==> src/rtl/dec_to_bcd_keypad_if.sv <==
// Keypad encoder bus: raw key lines and clear in, accepted BCD code and entry register out.
// master drives the keypad side, slave is the encoder.
interface dec_to_bcd_keypad_if #(
   parameter int DIGITS = 4
) ();
   logic [9:0]                     key_in;
   logic                           clr;
   logic [3:0]                     bcd;
   logic                           bcd_valid;
   logic                           multi_err;
   logic [4*DIGITS-1:0]            digits;
   logic [$clog2(DIGITS+1)-1:0]    count;
   logic                           full;

   modport master (
      output key_in, clr,
      input  bcd, bcd_valid, multi_err, digits, count, full
   );

   modport slave (
      input  key_in, clr,
      output bcd, bcd_valid, multi_err, digits, count, full
   );
endinterface

==> src/rtl/dec_to_bcd_keypad.sv <==
// Ten-key keypad to BCD encoder with multi-key rejection and a shifting BCD entry register.
// Optional debounce stage enabled by defining KEYPAD_DEBOUNCE_EN.
module dec_to_bcd_keypad #(
   parameter int DIGITS    = 4,
   parameter int DB_CYCLES = 4
) (
   input logic                clk,
   input logic                rst,
   dec_to_bcd_keypad_if.slave bus
);
   localparam int CW = $clog2(DIGITS + 1);
   localparam int DW = 4 * DIGITS;

   if (DIGITS < 1 || DIGITS > 8) begin : g_bad_digits
      $error("dec_to_bcd_keypad: DIGITS must be in 1..8");
   end
   if (DB_CYCLES < 1 || DB_CYCLES > 255) begin : g_bad_db_cycles
      $error("dec_to_bcd_keypad: DB_CYCLES must be in 1..255");
   end

   typedef enum logic [1:0] {
      S_IDLE     = 2'd0,
`ifdef KEYPAD_DEBOUNCE_EN
      S_DEBOUNCE = 2'd1,
`endif
      S_CAPTURE  = 2'd2,
      S_HELD     = 2'd3
   } state_e;

   state_e          state_q, state_d;
   logic [9:0]      key_meta_q, key_meta_d;
   logic [9:0]      key_s_q, key_s_d;
   logic [3:0]      bcd_q, bcd_d;
   logic            multi_err_q, multi_err_d;
   logic [DW-1:0]   digits_q, digits_d;
   logic [CW-1:0]   count_q, count_d;
`ifdef KEYPAD_DEBOUNCE_EN
   logic [9:0]      key_lat_q, key_lat_d;
   logic [3:0]      code_lat_q, code_lat_d;
   logic [7:0]      db_cnt_q, db_cnt_d;
`endif

   logic            is_none, is_single, is_multi;
   logic [3:0]      cand_code;
   logic            capture;
   logic [3:0]      cap_code;
   logic [DW-1:0]   digits_base, code_ext;
   logic [CW-1:0]   count_base;

   // NOTE: every always_comb output gets a default first so no path leaves it unassigned (no latch).
   always_comb begin
      key_meta_d = bus.key_in;
      key_s_d    = key_meta_q;
      is_none    = (key_s_q == '0);
      is_single  = !is_none && ((key_s_q & (key_s_q - 10'd1)) == '0);
      is_multi   = !is_none && !is_single;
      cand_code  = 4'd0;
      for (int i = 0; i < 10; i++) begin
         if (key_s_q[i]) cand_code = 4'(i);
      end
   end

   always_comb begin
      state_d     = state_q;
      multi_err_d = 1'b0;
      capture     = 1'b0;
      cap_code    = cand_code;
`ifdef KEYPAD_DEBOUNCE_EN
      key_lat_d   = key_lat_q;
      code_lat_d  = code_lat_q;
      db_cnt_d    = db_cnt_q;
`endif
      case (state_q)
         S_IDLE: begin
            if (is_single) begin
`ifdef KEYPAD_DEBOUNCE_EN
               key_lat_d  = key_s_q;
               code_lat_d = cand_code;
               db_cnt_d   = 8'd0;
               state_d    = S_DEBOUNCE;
`else
               capture    = 1'b1;
               state_d    = S_CAPTURE;
`endif
            end else if (is_multi) begin
               multi_err_d = 1'b1;
               state_d     = S_HELD;
            end
         end
`ifdef KEYPAD_DEBOUNCE_EN
         S_DEBOUNCE: begin
            // Any change of the lines, including release or a second key, silently abandons the press.
            if (key_s_q != key_lat_q) begin
               state_d = S_IDLE;
            end else if (db_cnt_q == 8'(DB_CYCLES - 1)) begin
               capture  = 1'b1;
               cap_code = code_lat_q;
               state_d  = S_CAPTURE;
            end else begin
               db_cnt_d = db_cnt_q + 8'd1;
            end
         end
`endif
         S_CAPTURE: state_d = S_HELD;
         S_HELD: begin
            if (is_none) state_d = S_IDLE;
         end
         default: state_d = S_IDLE;
      endcase
   end

   // Clear is applied before the shift so a same-edge capture lands in an emptied register.
   always_comb begin
      digits_base = bus.clr ? '0 : digits_q;
      count_base  = bus.clr ? '0 : count_q;
      code_ext    = '0;
      code_ext[3:0] = cap_code;
      digits_d    = digits_base;
      count_d     = count_base;
      bcd_d       = bcd_q;
      if (capture) begin
         bcd_d    = cap_code;
         digits_d = (digits_base << 4) | code_ext;
         count_d  = (count_base == CW'(DIGITS)) ? count_base : count_base + CW'(1);
      end
   end

   // NOTE: sequential state uses non-blocking assignments so all flops update from pre-edge values.
   always_ff @(posedge clk) begin
      if (rst) begin
         state_q     <= S_IDLE;
         key_meta_q  <= '0;
         key_s_q     <= '0;
         bcd_q       <= '0;
         multi_err_q <= 1'b0;
         digits_q    <= '0;
         count_q     <= '0;
`ifdef KEYPAD_DEBOUNCE_EN
         key_lat_q   <= '0;
         code_lat_q  <= '0;
         db_cnt_q    <= '0;
`endif
      end else begin
         state_q     <= state_d;
         key_meta_q  <= key_meta_d;
         key_s_q     <= key_s_d;
         bcd_q       <= bcd_d;
         multi_err_q <= multi_err_d;
         digits_q    <= digits_d;
         count_q     <= count_d;
`ifdef KEYPAD_DEBOUNCE_EN
         key_lat_q   <= key_lat_d;
         code_lat_q  <= code_lat_d;
         db_cnt_q    <= db_cnt_d;
`endif
      end
   end

   assign bus.bcd       = bcd_q;
   assign bus.bcd_valid = (state_q == S_CAPTURE);
   assign bus.multi_err = multi_err_q;
   assign bus.digits    = digits_q;
   assign bus.count     = count_q;
   assign bus.full      = (count_q == CW'(DIGITS));
endmodule
==> src/flat_wrapper.sv <==
// flat-port wrapper written by rule: the top's interface ports become plain ports
module dec_to_bcd_keypad_flat 
#(
   parameter int DIGITS    = 4,
   parameter int DB_CYCLES = 4
)
  (clk, rst, bus_key_in, bus_clr, bus_bcd, bus_bcd_valid, bus_multi_err, bus_digits, bus_count, bus_full);
  dec_to_bcd_keypad_if #(.DIGITS(DIGITS)) bus_i ();
  input logic clk;
  input logic rst;
  input wire logic [$bits(bus_i.key_in)-1:0] bus_key_in;
  input wire logic [$bits(bus_i.clr)-1:0] bus_clr;
  output wire logic [$bits(bus_i.bcd)-1:0] bus_bcd;
  output wire logic [$bits(bus_i.bcd_valid)-1:0] bus_bcd_valid;
  output wire logic [$bits(bus_i.multi_err)-1:0] bus_multi_err;
  output wire logic [$bits(bus_i.digits)-1:0] bus_digits;
  output wire logic [$bits(bus_i.count)-1:0] bus_count;
  output wire logic [$bits(bus_i.full)-1:0] bus_full;
  assign bus_i.key_in = bus_key_in;
  assign bus_i.clr = bus_clr;
  assign bus_bcd = bus_i.bcd;
  assign bus_bcd_valid = bus_i.bcd_valid;
  assign bus_multi_err = bus_i.multi_err;
  assign bus_digits = bus_i.digits;
  assign bus_count = bus_i.count;
  assign bus_full = bus_i.full;
  dec_to_bcd_keypad #(.DIGITS(DIGITS), .DB_CYCLES(DB_CYCLES)) u_core (.clk(clk), .rst(rst), .bus(bus_i));
endmodule
==> config.mk <==
export PLATFORM = sky130hd
export DESIGN_NAME = dec_to_bcd_keypad_flat
export DESIGN_NICKNAME = d
export VERILOG_FILES = /design/src/rtl/dec_to_bcd_keypad_if.sv /design/src/rtl/dec_to_bcd_keypad.sv /design/src/flat_wrapper.sv
export SDC_FILE = /design/constraint.sdc
export NUM_CORES = 1
export LEC_CHECK = 0
export ABC_AREA = 1
export CAP_MARGIN = 20
export CORE_MARGIN = 2
export CORE_UTILIZATION = 46
export DETAILED_ROUTE_END_ITERATION = 16
export GPL_ROUTABILITY_DRIVEN = 1
export HOLD_SLACK_MARGIN = 0.03
export PLACE_DENSITY_LB_ADDON = 0.2
export SLEW_MARGIN = 20
export SYNTH_ARGS = -nofsm -noshare
export SYNTH_HDL_FRONTEND = slang
export SYNTH_SLANG_ARGS = --single-unit
==> constraint.sdc <==
create_clock -name clk -period 1.83 [get_ports clk]
set_clock_uncertainty 0.2 [all_clocks]
set_input_delay 0.2745 -clock clk [delete_from_list [all_inputs] [get_ports clk]]
set_output_delay 0.2745 -clock clk [all_outputs]
set_load 0.01 [all_outputs]
After elaboration in Yosys (flattened, before gate mapping)
Cells that the tools add are included.

storage, ports and cells
  register bits after elaboration = 46
  input port bits = 13

operators by class
  $add $sub $neg = 2
  eq/ne operators = 6
  muxes and demuxes = 21
  bitwise operators = 3
  reduce and logical (&&, ||, !) cells = 10

operators by type and width
  operator                                                                 number
  16-bit two-way mux                                                       2
  4-bit two-way mux                                                        8
  10-bit zero test                                                         2
  16-bit by 4-bit bitwise OR with 16-bit output                            1
  10-bit bitwise AND                                                       1
  10-bit by 1-bit subtractor with 10-bit output, second input constant     1
  3-bit two-way mux                                                        3
  3-bit == test, second input constant                                     2
  2-bit two-way mux                                                        3
  2-bit one-hot mux with 3 select lines                                    1
  2-bit == test, second input constant                                     2
  1-bit two-way mux                                                        4
  3-bit by 1-bit adder with 3-bit output, second input constant            1
  3-bit by 1-bit inequality test with 1-bit output, second input constant  1
  3-bit OR reduction                                                       1
  1-bit logical AND                                                        2
  1-bit zero test                                                          2
  2-bit zero test                                                          1
  2-bit by 1-bit inequality test with 1-bit output, second input constant  1
  2-bit AND reduction                                                      1
  2-bit nonzero test                                                       1
  1-bit inverter                                                           1

Longest topological paths before layout
  depth in word-level cells = 11
  mapped depth = 12
  mapped depth without buffers = 12

Least setup slack after synthesis
OpenSTA, ideal clock, no wires.

  path kind = reg2reg
  start point = reg u_core.key_s_q[2]
  end point = reg u_core.digits_q[12] (netlist: u_core.bus.digits[12])
  library setup time = 132 ps
  data arrival time = 1,369 ps
  required time = 1,498 ps
  slack = 129 ps
  cell stages (with the launch flop) = 10
  period minus slack after synthesis = 1,701 ps
  cell sequence = dfxtp_1 > nor2_4 > nand2_1 > o21ai_1 > nand3_2 > nor2_8 > nand3_4 > buf_6 > nand3_1 > a21oi_1

on the way
  cells in the longest elaborated chain, start to end = 7
  elaborated cells on any way between the ends = 10
  classes of those cells = add/sub (1); mux (3); bitwise (1); reduce/logical (5)

RTL lines
  what                                                             line                      RTL
  from (decl)                                                      dec_to_bcd_keypad.sv:32   logic [9:0] key_s_q, key_s_d;
  from (signal assigned)                                           dec_to_bcd_keypad.sv:146  key_s_q <= key_s_d;
  10-bit by 1-bit subtractor with 10-bit output                    dec_to_bcd_keypad.sv:55   is_single = !is_none && ((key_s_q & (key_s_q - 10'd1)) == '0);
  10-bit bitwise AND                                               dec_to_bcd_keypad.sv:55
  10-bit zero test                                                 dec_to_bcd_keypad.sv:55
  1-bit logical AND *                                              dec_to_bcd_keypad.sv:55
  1-bit two-way mux *                                              dec_to_bcd_keypad.sv:75   if (is_single) begin
  1-bit two-way mux *                                              dec_to_bcd_keypad.sv:73   case (state_q)
  16-bit two-way mux / 2-bit nonzero test (equally long branches)  --
  to (signal assigned)                                             dec_to_bcd_keypad.sv:149  digits_q <= digits_d;
  to (decl)                                                        dec_to_bcd_keypad.sv:35   logic [DW-1:0] digits_q, digits_d;

Every way passes the cells marked *; elsewhere a longest branch is shown, timed or not.
A chain may end at the register's enable or synchronous reset.

Worst setup path after layout
  start point = reg u_core.key_s_q[1]
  end point = reg u_core.digits_q[13] (netlist: u_core.bus.digits[13])

Same word-level chain as after synthesis.

==> reports/qor.yml <==
status: "finished, violations left"
violations: "setup timing"
grt_remaining_overflow: 0
ys_seq_area_share_pct: 46.8
diodes: 0
htree_levels: 2
first_pass_iters: 4
cp.arrival_ps: 1830
initial_core_util_pct: 48.5
rows: 23
cpPeakStageDelay_ps: 370
grt_max_degree: 42
synthDistinctLibCells: 24
core_area_mm2: 0.00406
relSlewSlack_pct: 79.9
gp_congestion: 0.857
die_h_um: 69.4
end_kind: "flop"
dr.first_iter.drc_count: 112
path_clk_slew_ps: 100
setup_viol: 7
whs_ps: 188
setup_ws_ps: -9.01
drc_errors: 0
finalCritPeriodShare_pct: 100
clock_latency_ps: 310
worstRegToRegCells: 9
worst_slew_pin_slew_ps: 301
wl_per_cell_um: 11.3
area_growth_pct: 39.6
vias_per_cell: 4.75
synthTopCellsByArea: "dfxtp_1 47%, nor2_1 9.5%, inv_1 9.3%"
cts_made_buffers: 5
synthesis.area_mm2: 0.00197
grt_pass1_vias: 1615
critical_path.startpoint_type: "flop"
drv_cap: 0
seqCellArea_um2: 937
hold_depth: 2
crit_top_cell: "nand3_2"
finalWirelength_um: 4190
io_buffers: 38
powerDensity_mw_per_mm2: 863
path_max_fanout: 7
die_area_mm2: 0.00482
synth-warning-count: 0
vias: 1764
synth_top_area_share_pct: 46.8
cts_root_buf: "clkbuf_8"
antenna_found_initial: 0
n_fill_cell: 344
synth_seq_cells: 46
fin_nets: 335
synth_cells: 269
final_layout_size_suffix_gt1_share_pct: 23.1
io_pins: 39
p_leak_nw: 1.17
cp_slowest_cell: "dfxtp_4"
ant_nets: 0
grt_use_total_pct: 17.2
tns_ps: -20.3
cts_max_path_buffers: 2
rsz0062_at_grt: "yes"
cp_cell_sequence: "nor2_4 > nand2_1 > o21ai_2 > nand3_2 > nor2_8 > nand3_4 > buf_6 > nand3_2 > a21oi_1"
clock-sinks: 46
synth_area_per_cell_um2: 7.32
cts_tree: "done"
crit_required_ps: 1820
critPathKind: "reg -> reg"
peakVddDrop_mv: 0.671
grt_first_pass_wirelength_um: 6750
fmax_mhz: 544
ctsHoldBuffers: 0
final-max-slew-violation-count: 0
hold_violations: 0
period_minus_slack_ps: 1840
yosys.area.top_type: "dfxtp_1"
hold_class: "reg -> reg"
synth_nets: 284
dp_hpwl_um: 2830
die_w_um: 69.4
multi_input_area_um2: 896
placed cells by master (no fill, tap or decap), drive strengths merged:
cell type and count:
a211oi 1, a21oi 22, buf 18, clkbuf 6, clkdlybuf4s50 36, dfxtp 46
dlygate4sd2 2, ha 2, inv 53, nand2 42, nand3 11, nand4 17
nor2 53, nor3 2, o21ai 8, o21bai 1, xor2 1
routing by layer:
| layer | share of wire [%] | vias to the layer above | GRT usage (%) |
|---|---|---|---|
| li1 | - | 939 | - |
| met1 | 45 | 775 | 20.7 |
| met2 | 49 | 42 | 29.2 |
| met3 | 4.5 | 8 | 4.65 |
| met4 | 1.7 | 0 | 6.54 |
| met5 | 0 | - | 0 |
worst max-delay path: cells and delay by family (launching register included):
| family | cells | cell delay (ps) |
|---|---|---|
| DFF | 1 | 370 |
| buffers and inverters | 1 | 190 |
| and+or+nand+nor | 6 | 750 |
| AOI/OAI and AO/OA | 2 | 220 |
final timing paths:
| path | startpoint | endpoint | slack (ps) |
|---|---|---|---|
| max | u_core.key_s_q[1]$_SDFF_PP0_ | u_core.bus.digits[13]$_SDFFE_PP0P_ | -9 |
| min | u_core.key_meta_q[5]$_SDFF_PP0_ | u_core.key_s_q[5]$_SDFF_PP0_ | 190 |
| max reg2reg | u_core.key_s_q[1]$_SDFF_PP0_ | u_core.bus.digits[13]$_SDFFE_PP0P_ | -9 |
| min reg2reg | u_core.key_meta_q[5]$_SDFF_PP0_ | u_core.key_s_q[5]$_SDFF_PP0_ | 190 |
flip-flops by register name, indices dropped and copies added, names as in the netlist:
signal,count
u_core.bus.bcd,4
u_core.bus.count,3
u_core.bus.digits,16
u_core.bus.multi_err,1
u_core.key_meta_q,10
u_core.key_s_q,10
u_core.state_q,2
logic make-up (layout without fill, tap and decap cells):
group | Yosys count | after routing | share of synthesized area (%)
simple gates | 125 | 125 | 29.7
buf+inv | 63 | 115 | 13.3
flops | 46 | 46 | 46.8
compound gates | 32 | 32 | 8.58
fa+ha+maj | 2 | 2 | 1.27
xor+xnor | 1 | 1 | 0.445
cell usage after synthesis, drive strengths merged:
| master | count |
|---|---|
| a211oi | 1 |
| dfxtp | 46 |
| nor2 | 53 |
| nand3 | 11 |
| o21bai | 1 |
| o21ai | 8 |
| nand2 | 42 |
| xor2 | 1 |
| a21oi | 22 |
| nand4 | 17 |
| nor3 | 2 |
| clkbuf | 8 |
| ha | 2 |
| buf | 5 |
| inv | 50 |
metrics by stage:
| stage | worst slack (ps) | utilization (%) | total power (W) | instance area, um2 | cells |
|---|---|---|---|---|---|
| 3_3_place_gp | -26.6 | 61.0 | 0.00164 | 2480 | 359 |
| 5_1_grt | -117 | 67.7 | 0.00249 | 2750 | 371 |
| 3_5_place_dp | -76.4 | 61.0 | 0.00165 | 2480 | 359 |
| 4_1_cts | 6.02 | 63.6 | 0.00231 | 2580 | 368 |
| 6_report | -9.01 | 67.7 | 0.00237 | 2750 | 371 |
| 2_1_floorplan | 129 | - | 0.00143 | 1970 | 269 |
repair_timing:
action                     CTS  global route
setup endpoints to repair   13            24
pin swaps                    5            15
buffers inserted             1             2
gates resized for setup      4            44
gates cloned                 0             1
area by class of cell:
cell class                 instances  area share [%]
clock buffer                       5            2.50
clock inverter                     3           0.956
inverter                          50            6.83
multi-input combinational        160            32.6
sequential                        46            34.1
tap                               50            2.28
timing repair buffer              57            20.8
power breakdown:
group	switching, W	leakage, nW	internal, W	total (W)
clock network	0.000375	0.0495	0.000284	0.000659
logic	0.000328	0.744	0.000284	0.000612
registers	0.0000415	0.380	0.00106	0.00110
Note: power is estimated with default switching activity, not from simulation.
